### config.mk
export PLATFORM = sky130hd
export DESIGN_NAME = ysyx_2022040010_mem_pipe_flat
export DESIGN_NICKNAME = d
export VERILOG_FILES = /design/src/rtl/ysyx_2022040010_mem_pipe_if.sv /design/src/rtl/ysyx_2022040010_mem_pipe.sv /design/src/flat_wrapper.sv
export SDC_FILE = /design/constraint.sdc
export NUM_CORES = 1
export LEC_CHECK = 0
export BUFFER_PORTS_ARGS = -buffer_cell sky130_fd_sc_hd__clkbuf_2
export CORE_AREA = 4 4 158 160
export DETAILED_ROUTE_END_ITERATION = 10
export DIE_AREA = 0 0 162 164
export GPL_TIMING_DRIVEN = 0
export PLACE_DENSITY = 0.66
export SYNTH_ARGS = -nofsm -noshare
export SYNTH_HDL_FRONTEND = slang
export SYNTH_SLANG_ARGS = --single-unit
### constraint.sdc
create_clock -name clk -period 1.9 [get_ports clk]
set_input_delay 0.57 -clock clk [delete_from_list [all_inputs] [get_ports clk]]
set_output_delay 0.57 -clock clk [all_outputs]
set_load 0.02 [all_outputs]
### src/rtl/ysyx_2022040010_mem_pipe_if.sv
// EXU -> MEM -> WBU bus bundle, including the data-SRAM read response and the ID forwarding bus.
// ld_misalign exists only when YSYX_2022040010_MEM_MISALIGN_EN is defined.
interface ysyx_2022040010_mem_pipe_if #(
  parameter int XLEN  = 64,
  parameter int PC_W  = 64,
  parameter int RF_AW = 5
);
  logic             ex_valid;
  logic             ex_ready;
  logic [PC_W-1:0]  ex_pc;
  logic             ex_is_load;
  logic [1:0]       ex_ld_size;
  logic             ex_ld_unsigned;
  logic             ex_rf_we;
  logic [RF_AW-1:0] ex_rf_waddr;
  logic [XLEN-1:0]  ex_result;

  logic             dsram_rvalid;
  logic [XLEN-1:0]  dsram_rdata;

  logic             wb_valid;
  logic             wb_ready;
  logic [PC_W-1:0]  wb_pc;
  logic             wb_rf_we;
  logic [RF_AW-1:0] wb_rf_waddr;
  logic [XLEN-1:0]  wb_rf_wdata;

  logic             fwd_we;
  logic [RF_AW-1:0] fwd_waddr;
  logic [XLEN-1:0]  fwd_wdata;
  logic             fwd_pending;
`ifdef YSYX_2022040010_MEM_MISALIGN_EN
  logic             ld_misalign;
`endif

  modport slave (
    input  ex_valid, ex_pc, ex_is_load, ex_ld_size, ex_ld_unsigned,
    input  ex_rf_we, ex_rf_waddr, ex_result,
    input  dsram_rvalid, dsram_rdata, wb_ready,
`ifdef YSYX_2022040010_MEM_MISALIGN_EN
    output ld_misalign,
`endif
    output ex_ready, wb_valid, wb_pc, wb_rf_we, wb_rf_waddr, wb_rf_wdata,
    output fwd_we, fwd_waddr, fwd_wdata, fwd_pending
  );

  modport master (
    output ex_valid, ex_pc, ex_is_load, ex_ld_size, ex_ld_unsigned,
    output ex_rf_we, ex_rf_waddr, ex_result,
    output dsram_rvalid, dsram_rdata, wb_ready,
`ifdef YSYX_2022040010_MEM_MISALIGN_EN
    input  ld_misalign,
`endif
    input  ex_ready, wb_valid, wb_pc, wb_rf_we, wb_rf_waddr, wb_rf_wdata,
    input  fwd_we, fwd_waddr, fwd_wdata, fwd_pending
  );
endinterface

### src/rtl/ysyx_2022040010_mem_pipe.sv
// MEM stage as a one-entry elastic slot (IDLE/WAIT/FULL) with variable-latency load return and ID forwarding.
// Optional YSYX_2022040010_MEM_MISALIGN_EN flags misaligned loads and suppresses their register write.
module ysyx_2022040010_mem_pipe #(
  parameter int XLEN  = 64,
  parameter int PC_W  = 64,
  parameter int RF_AW = 5
) (
  input logic clk,
  input logic rst,
  ysyx_2022040010_mem_pipe_if.slave bus
);
  localparam int OFF_W = $clog2(XLEN / 8);

  typedef enum logic [1:0] {
    IDLE = 2'd0,
    WAIT = 2'd1,
    FULL = 2'd2
  } state_t;

  state_t           state_p1, state_nxt;
  logic             ex_rdy, accept, rsp_take;
  logic [PC_W-1:0]  pc_p1;
  logic             rf_we_p1;
  logic [RF_AW-1:0] waddr_p1;
  logic [XLEN-1:0]  wdata_p1;
  logic [1:0]       size_p1;
  logic             uns_p1;
  logic             vld_p1;
  logic             live_wr;
`ifdef YSYX_2022040010_MEM_MISALIGN_EN
  logic             misal_p1;
`endif

  // A doubleword access on a 32-bit datapath degrades to a word access.
  function automatic logic [1:0] eff_size(input logic [1:0] size);
    return (XLEN == 32 && size == 2'd3) ? 2'd2 : size;
  endfunction

  function automatic logic [XLEN-1:0] ld_extract(input logic [XLEN-1:0] word,
                                                 input logic [OFF_W-1:0] off,
                                                 input logic [1:0] size,
                                                 input logic uns);
    logic [XLEN-1:0] sh, mask, ext;
    logic            sgn;
    sh = word >> {off, 3'b000};
    case (eff_size(size))
      2'd0: begin mask = ~({XLEN{1'b1}} << 8);  sgn = sh[7];      end
      2'd1: begin mask = ~({XLEN{1'b1}} << 16); sgn = sh[15];     end
      2'd2: begin mask = ~({XLEN{1'b1}} << 32); sgn = sh[31];     end
      default: begin mask = {XLEN{1'b1}};       sgn = sh[XLEN-1]; end
    endcase
    ext = (sgn && !uns) ? ~mask : '0;
    return (sh & mask) | ext;
  endfunction

`ifdef YSYX_2022040010_MEM_MISALIGN_EN
  function automatic logic ld_misaligned(input logic [OFF_W-1:0] off, input logic [1:0] size);
    logic [OFF_W-1:0] amask;
    amask = OFF_W'((1 << eff_size(size)) - 1);
    return |(off & amask);
  endfunction
`endif

  always_ff @(posedge clk or negedge rst) begin
    if (!rst) state_p1 <= IDLE;
    else      state_p1 <= state_nxt;
  end

  // Response is only looked at in WAIT, so one arriving with or before the accept is dropped.
  always_comb begin
    state_nxt = state_p1;
    ex_rdy    = 1'b0;
    rsp_take  = 1'b0;
    case (state_p1)
      IDLE: ex_rdy = rst;
      WAIT: begin
        if (bus.dsram_rvalid) begin
          rsp_take  = 1'b1;
          state_nxt = FULL;
        end
      end
      FULL: begin
        ex_rdy = rst & bus.wb_ready;
        if (bus.wb_ready) state_nxt = IDLE;
      end
      default: state_nxt = IDLE;
    endcase
    accept = bus.ex_valid & ex_rdy;
    if (accept) state_nxt = bus.ex_is_load ? WAIT : FULL;
  end

  // ---- stage p1: slot capture; for loads wdata_p1 holds the byte address until the response ----
  always_ff @(posedge clk or negedge rst) begin
    if (!rst) begin
      pc_p1    <= '0;
      rf_we_p1 <= 1'b0;
      waddr_p1 <= '0;
      wdata_p1 <= '0;
      size_p1  <= 2'd0;
      uns_p1   <= 1'b0;
`ifdef YSYX_2022040010_MEM_MISALIGN_EN
      misal_p1 <= 1'b0;
`endif
    end else if (accept) begin
      pc_p1    <= bus.ex_pc;
      rf_we_p1 <= bus.ex_rf_we;
      waddr_p1 <= bus.ex_rf_waddr;
      wdata_p1 <= bus.ex_result;
      size_p1  <= bus.ex_ld_size;
      uns_p1   <= bus.ex_ld_unsigned;
`ifdef YSYX_2022040010_MEM_MISALIGN_EN
      misal_p1 <= bus.ex_is_load & ld_misaligned(bus.ex_result[OFF_W-1:0], bus.ex_ld_size);
`endif
    end else if (rsp_take) begin
      wdata_p1 <= ld_extract(bus.dsram_rdata, wdata_p1[OFF_W-1:0], size_p1, uns_p1);
    end
  end

  assign vld_p1  = (state_p1 == FULL);
  assign live_wr = (state_p1 != IDLE) & rf_we_p1 & (waddr_p1 != '0);

  assign bus.ex_ready    = ex_rdy;
  assign bus.wb_valid    = vld_p1;
  assign bus.wb_pc       = pc_p1;
  assign bus.wb_rf_waddr = waddr_p1;
  assign bus.wb_rf_wdata = wdata_p1;
`ifdef YSYX_2022040010_MEM_MISALIGN_EN
  assign bus.wb_rf_we    = rf_we_p1 & (waddr_p1 != '0) & ~misal_p1;
  assign bus.ld_misalign = misal_p1;
`else
  assign bus.wb_rf_we    = rf_we_p1 & (waddr_p1 != '0);
`endif

  assign bus.fwd_we      = live_wr;
  assign bus.fwd_waddr   = waddr_p1;
  assign bus.fwd_wdata   = wdata_p1;
  assign bus.fwd_pending = (state_p1 == WAIT) & live_wr;
endmodule

### src/flat_wrapper.sv
// flat-port wrapper written by rule: the top's interface ports become plain ports
module ysyx_2022040010_mem_pipe_flat 
#(
  parameter int XLEN  = 64,
  parameter int PC_W  = 64,
  parameter int RF_AW = 5
)
  (clk, rst, bus_ex_valid, bus_ex_pc, bus_ex_is_load, bus_ex_ld_size, bus_ex_ld_unsigned, bus_ex_rf_we, bus_ex_rf_waddr, bus_ex_result, bus_dsram_rvalid, bus_dsram_rdata, bus_wb_ready, bus_ex_ready, bus_wb_valid, bus_wb_pc, bus_wb_rf_we, bus_wb_rf_waddr, bus_wb_rf_wdata, bus_fwd_we, bus_fwd_waddr, bus_fwd_wdata, bus_fwd_pending);
  ysyx_2022040010_mem_pipe_if #(.XLEN(XLEN), .PC_W(PC_W), .RF_AW(RF_AW)) bus_i ();
  input logic clk;
  input logic rst;
  input wire logic [$bits(bus_i.ex_valid)-1:0] bus_ex_valid;
  input wire logic [$bits(bus_i.ex_pc)-1:0] bus_ex_pc;
  input wire logic [$bits(bus_i.ex_is_load)-1:0] bus_ex_is_load;
  input wire logic [$bits(bus_i.ex_ld_size)-1:0] bus_ex_ld_size;
  input wire logic [$bits(bus_i.ex_ld_unsigned)-1:0] bus_ex_ld_unsigned;
  input wire logic [$bits(bus_i.ex_rf_we)-1:0] bus_ex_rf_we;
  input wire logic [$bits(bus_i.ex_rf_waddr)-1:0] bus_ex_rf_waddr;
  input wire logic [$bits(bus_i.ex_result)-1:0] bus_ex_result;
  input wire logic [$bits(bus_i.dsram_rvalid)-1:0] bus_dsram_rvalid;
  input wire logic [$bits(bus_i.dsram_rdata)-1:0] bus_dsram_rdata;
  input wire logic [$bits(bus_i.wb_ready)-1:0] bus_wb_ready;
  output wire logic [$bits(bus_i.ex_ready)-1:0] bus_ex_ready;
  output wire logic [$bits(bus_i.wb_valid)-1:0] bus_wb_valid;
  output wire logic [$bits(bus_i.wb_pc)-1:0] bus_wb_pc;
  output wire logic [$bits(bus_i.wb_rf_we)-1:0] bus_wb_rf_we;
  output wire logic [$bits(bus_i.wb_rf_waddr)-1:0] bus_wb_rf_waddr;
  output wire logic [$bits(bus_i.wb_rf_wdata)-1:0] bus_wb_rf_wdata;
  output wire logic [$bits(bus_i.fwd_we)-1:0] bus_fwd_we;
  output wire logic [$bits(bus_i.fwd_waddr)-1:0] bus_fwd_waddr;
  output wire logic [$bits(bus_i.fwd_wdata)-1:0] bus_fwd_wdata;
  output wire logic [$bits(bus_i.fwd_pending)-1:0] bus_fwd_pending;
  assign bus_i.ex_valid = bus_ex_valid;
  assign bus_i.ex_pc = bus_ex_pc;
  assign bus_i.ex_is_load = bus_ex_is_load;
  assign bus_i.ex_ld_size = bus_ex_ld_size;
  assign bus_i.ex_ld_unsigned = bus_ex_ld_unsigned;
  assign bus_i.ex_rf_we = bus_ex_rf_we;
  assign bus_i.ex_rf_waddr = bus_ex_rf_waddr;
  assign bus_i.ex_result = bus_ex_result;
  assign bus_i.dsram_rvalid = bus_dsram_rvalid;
  assign bus_i.dsram_rdata = bus_dsram_rdata;
  assign bus_i.wb_ready = bus_wb_ready;
  assign bus_ex_ready = bus_i.ex_ready;
  assign bus_wb_valid = bus_i.wb_valid;
  assign bus_wb_pc = bus_i.wb_pc;
  assign bus_wb_rf_we = bus_i.wb_rf_we;
  assign bus_wb_rf_waddr = bus_i.wb_rf_waddr;
  assign bus_wb_rf_wdata = bus_i.wb_rf_wdata;
  assign bus_fwd_we = bus_i.fwd_we;
  assign bus_fwd_waddr = bus_i.fwd_waddr;
  assign bus_fwd_wdata = bus_i.fwd_wdata;
  assign bus_fwd_pending = bus_i.fwd_pending;
  ysyx_2022040010_mem_pipe #(.XLEN(XLEN), .PC_W(PC_W), .RF_AW(RF_AW)) u_core (.clk(clk), .rst(rst), .bus(bus_i));
endmodule
==> results.md, run 1 <==
* Status: finished, violations left
* Failing checks: negative setup slack
* Clock root cell: clkbuf_16
* RSZ-0062 raised after global routing: yes
* Die H at roughly 160 um
* Nets at ~1600
* Switching power at 7600 uW
* Mapped cell area at around 0.008 mm2
* Min Tclk post-route at roughly 2.3 ns
* Logic pwr share at between 50% and 60%
* First-pass GRT wire length at around 56000 um
* Adder-cell area share of the yosys netlist at 0%
* Max clock buf depth at 2
* Wirelength per Cell at 21.9 um
* Worst-path clk slew at approximately 0.07 ns
* GR Util met1 at a little under two fifths
* Die ar. at about 0.027 mm2
* Drt first pass iters at 5
* Most area-consuming cells after synthesis: dfrtp_1 (42%), nand2_1 (11%), buf_4 (6.7%), mux4_2 (5.2%), a21oi_1 (5.0%)
* Number of port buffers at 413
* Synth Area in Compound Gates at roughly 16%
* Int Power at ~9600 uW
* GPL Wtd Cong at between 1 and 1.5
* Syn Inst Count at around 960
* Worst slack, placed at -1.91 ns
* Syn_nets at around 1200
* Total CTS buffers at 17
* Largest family of logic cells by synthesized area: simple AND/OR/NAND/NOR gates
* GRT met2 Usage at a little over two fifths
* Crit end category: output pin
* Initial core utilization at between 30% and 40%
* Global Route Usage Sum at 27.8%
* Critical Path RT at ~1.3 ns
* Fillcell total at between 2000 and 2500
* Worst EP arrival at 1.76 ns
* F_max at ~430 MHz
* Finish-stage setup viols at 55
* Switch share at ~44%
* Sequential share of power at 25.9%
* Final wirelength at 38700 um
* Async set or reset register ratio after synthesis at 100%
* Fin util at between 50% and 60%
* H-tree Lvls at 4
* Final ANT Viol Nets at 0
* Synth top area share at between 40% and 50%
* Max-cap violations at 0
* XOR/XNOR Fraction of Synth Area at 0%
* Number of flops mapped to enable cells by yosys at 0
* Via/cell ratio at 5.26
* Most crowded layer after global routing: met2
* Startpoint Class: register
* Power Density at approximately 1400 mW/mm2
* # clock sinks at roughly 140
* Initial DRC count at between 800 and 900
* Setup WS post-layout at -0.425 ns
* Max transition margin at just over 40%
* Worst Path Max Fanout at 3
* Gr ovfl total at 0
* Largest net degree at the start of global routing at 50
* Max-slew violation count at 0
* Type of the worst setup path: register to output pin
* Yosys cell types at 50
* DRC at 0
* Yosys reg bits at 139
* Final hold violation count at 0
* Die W at roughly 160 um
* Post-synth top area cell: dfrtp_1
* Worst R2R Setup Slack at -0.20 ns
* Hold WC Path Type: input port to asynchronous set/reset pin
* Site Rows at between 50 and 60
* Ratio of cells with drive above 1 in the final layout at between 50% and 60%
* Fin crit share at 122%
* Synth warnings at 0
* Syn Area/Cell at between 8 and 9 um2
* Via count at 9287
* Final Skew at between 0.015 and 0.02 ns
* Synth Flop Type: dfrtp_1
* Worst IR Drop VDD at 0.781 mV
* Area growth syn-to-layout at 54.1%
* Leakage at approximately 0.0064 uW
* Synthesized-area fraction occupied by and/or/nand/nor cells at 20.4%
* Hpwl dp at 28600 um
* CTS tree: done
* Number of global-route vias before repair at ~9000
* Met3 usage at roughly 6.7%
* Placed Area at 0.0108 mm2
* Ports at ~410
* Post-synthesis mux area share at between 10% and 20%
* Core box area at 0.0234 mm2
* Worst-Skew Late Latency at 0.43 ns
* Clock Power Share at 19.0%
* Design area at 0.0127 mm2
* Antenna violations before repair at 2
* Least-Margin Pin Slew at ~0.89 ns
* Register area share after synthesis at between 40% and 50%
==> synth_stat cells, types with 2 or more instances <==
| cell | number |
|---|---|
| a211o_1 | 2 |
| a211oi_1 | 10 |
| a21oi_1 | 82 |
| a22o_1 | 3 |
| a22oi_1 | 6 |
| a2bb2oi_1 | 6 |
| a31o_2 | 3 |
| a31oi_1 | 8 |
| a32o_1 | 4 |
| and2_1 | 3 |
| and3_1 | 2 |
| and3b_1 | 2 |
| buf_1 | 2 |
| buf_2 | 17 |
| buf_4 | 73 |
| clkbuf_1 | 45 |
| dfrtp_1 | 139 |
| inv_1 | 9 |
| mux2_2 | 11 |
| mux2i_1 | 37 |
| mux4_2 | 19 |
| nand2_1 | 249 |
| nand2b_1 | 5 |
| nand3_1 | 8 |
| nor2_1 | 41 |
| nor2b_1 | 10 |
| nor3_1 | 2 |
| nor4_1 | 5 |
| o21ai_0 | 74 |
| o21ai_1 | 2 |
| o22ai_1 | 11 |
| or2_2 | 2 |
| or3_1 | 48 |
==> state kept, by name, indices dropped and copies added, names as in the netlist <==
register,count
u_core.bus.fwd_wdata,64
u_core.bus.wb_pc,64
u_core.bus.fwd_waddr,5
u_core.size_p1,2
u_core.state_p1,2
u_core.rf_we_p1,1
u_core.uns_p1,1
==> per-layer routing <==
metal,vias to the layer above,share of wire [%]
li1,4204,-
met1,4482,41
met2,524,47
met3,77,8.8
met4,0,3.3
met5,-,0
==> critical path, cell delays in order, from the launching register on <==
cell and delay [ns]:
dfrtp_1 0.38, or4_4 0.55, o21ai_4 0.17, nor2_1 0.08, buf_4 0.16
==> layout make-up <==
| class | instances | area, um2 | area share, % |
|---|---|---|---|
| timing repair buffer | 457 | 2670 | 21.0 |
| antenna | 2 | 5.00 | 0.0395 |
| sequential | 139 | 3480 | 27.5 |
| inverter | 10 | 42.5 | 0.336 |
| clock inverter | 15 | 130 | 1.03 |
| multi-input combinational | 670 | 4460 | 35.2 |
| clock buffer | 17 | 425 | 3.36 |
| buffer | 137 | 1070 | 8.41 |
| tap | 319 | 399 | 3.15 |
==> path summary, 6_finish.rpt <==
kind / from / end / cells after the start
max: u_core.bus.fwd_waddr[3] / bus_fwd_we / 4
min: rst / u_core.bus.wb_pc[10] / 2
max reg2reg: u_core.bus.fwd_wdata[2] / u_core.bus.fwd_wdata[54] / 8
min reg2reg: u_core.bus.wb_pc[30] / u_core.bus.wb_pc[30] / 2
max in group asynchronous: rst / u_core.bus.fwd_wdata[22] / 2
min in group clk: bus_ex_rf_waddr[2] / u_core.bus.fwd_waddr[2] / 3
==> cells in the final DEF (no fill, tap or decap), drive strengths merged, types with 11 or more instances in the layout <==
| cell type | Yosys | routed |
|---|---|---|
| a21oi | 82 | 82 |
| or3 | 48 | 48 |
| inv | 9 | 17 |
| o21ai | 77 | 77 |
| buf | 93 | 136 |
| mux4 | 19 | 19 |
| mux2i | 37 | 37 |
| mux2 | 11 | 11 |
| dfrtp | 139 | 139 |
| clkbuf | 45 | 468 |
| nand2 | 249 | 249 |
| nor2 | 41 | 41 |
| o22ai | 11 | 11 |
==> what timing repair did <==
action | in CTS | in global routing
hold buffers | 4 | 0
buffers inserted | 22 | 9
gates cloned | 7 | 1
resized for setup | 162 | 97
setup endpoints to repair | 143 | 81
endpoints found under the hold margin | 13 | 0
pin swaps | 14 | 10
==> logic make-up (layout without fill, tap and decap cells) <==
| logic type | Yosys count | after routing |
|---|---|---|
| AO/OA/AOI/OAI | 219 | 219 |
| buffers and inverters | 148 | 636 |
| flip-flops | 139 | 139 |
| multiplexers | 67 | 67 |
| other | 0 | 2 |
| AND/OR/NAND/NOR | 384 | 384 |
==> per-stage QoR <==
stage	TNS [ns]	power (uW)	hold slack (ns)	std cells
floorplan	-1.07	9380	0.274	957
CTS	-5.85	16600	0.105	1754
global placement	-837.67	12100	0.458	1689
detailed placement	-207.84	12200	0.461	1690
global route	-10.85	17900	0.107	1766
finish	-8.31	17200	0.111	1766
==> power by group through the flow <==
| stage | registers [uW] | logic [uW] | clock network [uW] |
|---|---|---|---|
| finish | 4450 | 9470 | 3260 |
| global route | 4540 | 9970 | 3430 |
| CTS | 4430 | 8810 | 3320 |
| detailed placement | 4480 | 7690 | 0 |
| global placement | 4470 | 7620 | 0 |
| floorplan | 5260 | 4120 | 0 |
Note: power is estimated with default switching activity, not from simulation.
==> run 2: changes to the inputs <==
--- a/config.mk
+++ b/config.mk
@@ -10,7 +10,8 @@
 export DETAILED_ROUTE_END_ITERATION = 10
 export DIE_AREA = 0 0 162 164
 export GPL_TIMING_DRIVEN = 0
-export PLACE_DENSITY = 0.66
+export PLACE_DENSITY = 0.78
+export SETUP_SLACK_MARGIN = 0.1
 export SYNTH_ARGS = -nofsm -noshare
 export SYNTH_HDL_FRONTEND = slang
 export SYNTH_SLANG_ARGS = --single-unit
==> results.md, run 2 (synthesis results as in run 1) <==
* Status: finished, violations left (unchanged)
* Failing checks: negative setup slack (unchanged)
* F_max at 429 MHz (was 430 MHz)
* Worst Path Max Fanout at 3 (unchanged)
* Critical path's slowest cell: or4_4 (unchanged)
* Max-slew violation count at 0 (unchanged)
* Number of global-route vias before repair at 9250 (was 9034)
* RSZ-0062 raised after global routing: yes (unchanged)
* Die W at 162 um (unchanged)
* Gr ovfl total at 0 (unchanged)
* Cells after DPL at 1690 (unchanged)
* Int Power at 9900 uW (was 9570 uW)
* Fin util at 56.0% (was 54.2%)
* Post-Layout Cell Count at 1779 (was 1766)
* Worst-path clk slew at 0.07 ns (about the same)
* Final wirelength at 40200 um (was 38700 um)
* Initial core utilization at 35.2% (unchanged)
* CTS tree: done (unchanged)
* CP bufs+invs at 1 (unchanged)
* Global Route Usage Sum at 28.7% (was 27.8%)
* Hpwl dp at 29400 um (was 28600 um)
* Max-cap violations at 0 (unchanged)
* Setup tns final at -10.41 ns (was -8.31 ns)
* Final Skew at 0.0133 ns (was 0.0190 ns)
* Total CTS buffers at 17 (unchanged)
* Site Rows at 56 (unchanged)
* # clock sinks at 139 (unchanged)
* Worst-Skew Late Latency at 0.43 ns (about the same)
* Max clock buf depth at 2 (unchanged)
* Antenna violations before repair at 0 (was 2)
* Fillcell total at 2175 (was 2255)
* Nets at 1653 (was 1639)
* Core box area at 0.0234 mm2 (unchanged)
* Design area at 0.0131 mm2 (was 0.0127 mm2)
* Switch share at 44.2% (about the same)
* Sequential share of power at 25.2% (was 25.9%)
* Area growth syn-to-layout at 59.3% (was 54.1%)
* Worst EP arrival at 1.76 ns (about the same)
* Hold WC Path Type: input port to asynchronous set/reset pin (unchanged)
* Min Tclk post-route at 2.33 ns (about the same)
* Startpoint Class: register (unchanged)
* Type of the worst setup path: register to output pin (unchanged)
* Final hold violation count at 0 (unchanged)
* Finish-stage setup viols at 55 (unchanged)
* Initial DRC count at 947 (was 861)
* Least-Margin Pin Slew at 0.777 ns (was 0.891 ns)
* Number of port buffers at 413 (unchanged)
* First-pass GRT wire length at 57400 um (was 55600 um)
* Most common cell after layout, fill and taps aside: clkbuf_2 (unchanged)
* CP Cell Sequence: or4_4 > o21ai_4 > nor2_2 > clkbuf_8 (was or4_4 > o21ai_4 > nor2_1 > buf_4)
* Wirelength per Cell at 22.6 um (was 21.9 um)
* Max incr delay on CP at 0.55 ns (about the same)
* Via/cell ratio at 5.26 (about the same)
* Clock root cell: clkbuf_16 (unchanged)
* DRC at 0 (unchanged)
* Clock Power Share at 18.8% (was 19.0%)
* Leakage at 0.00655 uW (was 0.00639 uW)
* Switching power at 7830 uW (was 7600 uW)
* Largest net degree at the start of global routing at 47 (was 50)
* Top delay family on crit path: simple AND/OR/NAND/NOR gates (unchanged)
* Logic pwr share at 56.0% (was 55.1%)
* Via count at 9363 (was 9287)
* Placed Area at 0.0108 mm2 (about the same)
* Worst IR Drop VDD at 0.643 mV (was 0.781 mV)
* Die ar. at 0.0266 mm2 (unchanged)
* H-tree Lvls at 4 (unchanged)
* Power Density at 1350 mW/mm2 (about the same)
* Crit end category: output pin (unchanged)
* Ports at 414 (unchanged)
* GPL Wtd Cong at 0.986 (was 1.00)
* Final ANT Viol Nets at 0 (unchanged)
* Critical Path RT at 1.33 ns (about the same)
* Drt first pass iters at 5 (unchanged)
* Max transition margin at 48.0% (was 40.4%)
* Fin crit share at 123% (was 122%)
* Setup WS post-layout at -0.429 ns (was -0.425 ns)
* Most frequent cells in the layout: clkbuf_2 (409), nand2_1 (248), dfrtp_1 (133), buf_4 (101), o21ai_0 (56) (was clkbuf_2 (422), nand2_1 (248), dfrtp_1 (136), buf_4 (92), o21ai_0 (60))
* Die H at 164 um (unchanged)
* Ratio of cells with drive above 1 in the final layout at 53.9% (was 51.8%)
-- run 2: cell type report --
cell class	count	area, um2	share of cell area (%)
clock buffers	17	425	3.25
multi-input cells	670	4620	35.2
well taps	319	399	3.05
inverters	10	38.8	0.296
flip-flops and latches	139	3490	26.6
clock inverters	15	151	1.16
plain buffers	135	1120	8.54
repair buffers	473	2860	21.9
diodes	1	2.50	0.0191
-- run 2: power groups by stage --
stage / clock [uW] / combinational, uW / sequential [uW]
3_5_place_dp: 0 / 7780 / 4490
4_1_cts: 3350 / 9100 / 4450
3_3_place_gp: 0 / 7680 / 4480
2_1_floorplan: 0 / 4160 / 5270
6_report: 3330 / 9930 / 4470
5_1_grt: 3480 / 10400 / 4580
-- run 2: metal layers --
metal	track usage, %	share of wire, %	up-vias
met5	0	0	-
met4	12.1	3.8	0
met3	5.97	7.7	116
met2	46.7	48	530
met1	37.3	40	4495
li1	-	-	4222
-- run 2: stage by stage --
step | hold WS [ns] | total power [uW] | worst slack [ns]
floorplan | 0.274 | 9430 | 0.0121
global placement | 0.458 | 12200 | -3.91
detailed placement | 0.461 | 12300 | -1.52
CTS | 0.0145 | 16900 | -0.446
global route | 0.0212 | 18500 | -0.472
finish | 0.0151 | 17700 | -0.429
-- run 2: path summary, 6_finish.rpt --
| kind | from | endpoint | slack (ns) | depth (start not counted) |
|---|---|---|---|---|
| worst max-delay path | u_core.bus.fwd_waddr[0] | bus_fwd_pending | -0.43 | 4 |
| worst min-delay path | rst | u_core.bus.fwd_wdata[3] | 0.02 | 1 |
| worst max register to register | u_core.bus.fwd_wdata[2] | u_core.bus.fwd_wdata[53] | -0.24 | 8 |
| worst min register to register | u_core.bus.wb_pc[20] | u_core.bus.wb_pc[20] | 0.47 | 2 |
| max in group asynchronous | rst | u_core.bus.fwd_wdata[0] | 0.55 | 2 |
| min in group clk | bus_ex_pc[25] | u_core.bus.wb_pc[25] | 0.33 | 3 |
-- run 2: timing repair --
action / 4_1_cts / 5_1_grt
gates resized for setup: 187 / 143
hold buffers: 2 / 0
endpoints found under the setup margin: 144 / 136
buffers inserted: 28 / 23
endpoints found under the hold margin: 24 / 0
pin swaps: 18 / 36
cloned: 8 / 0
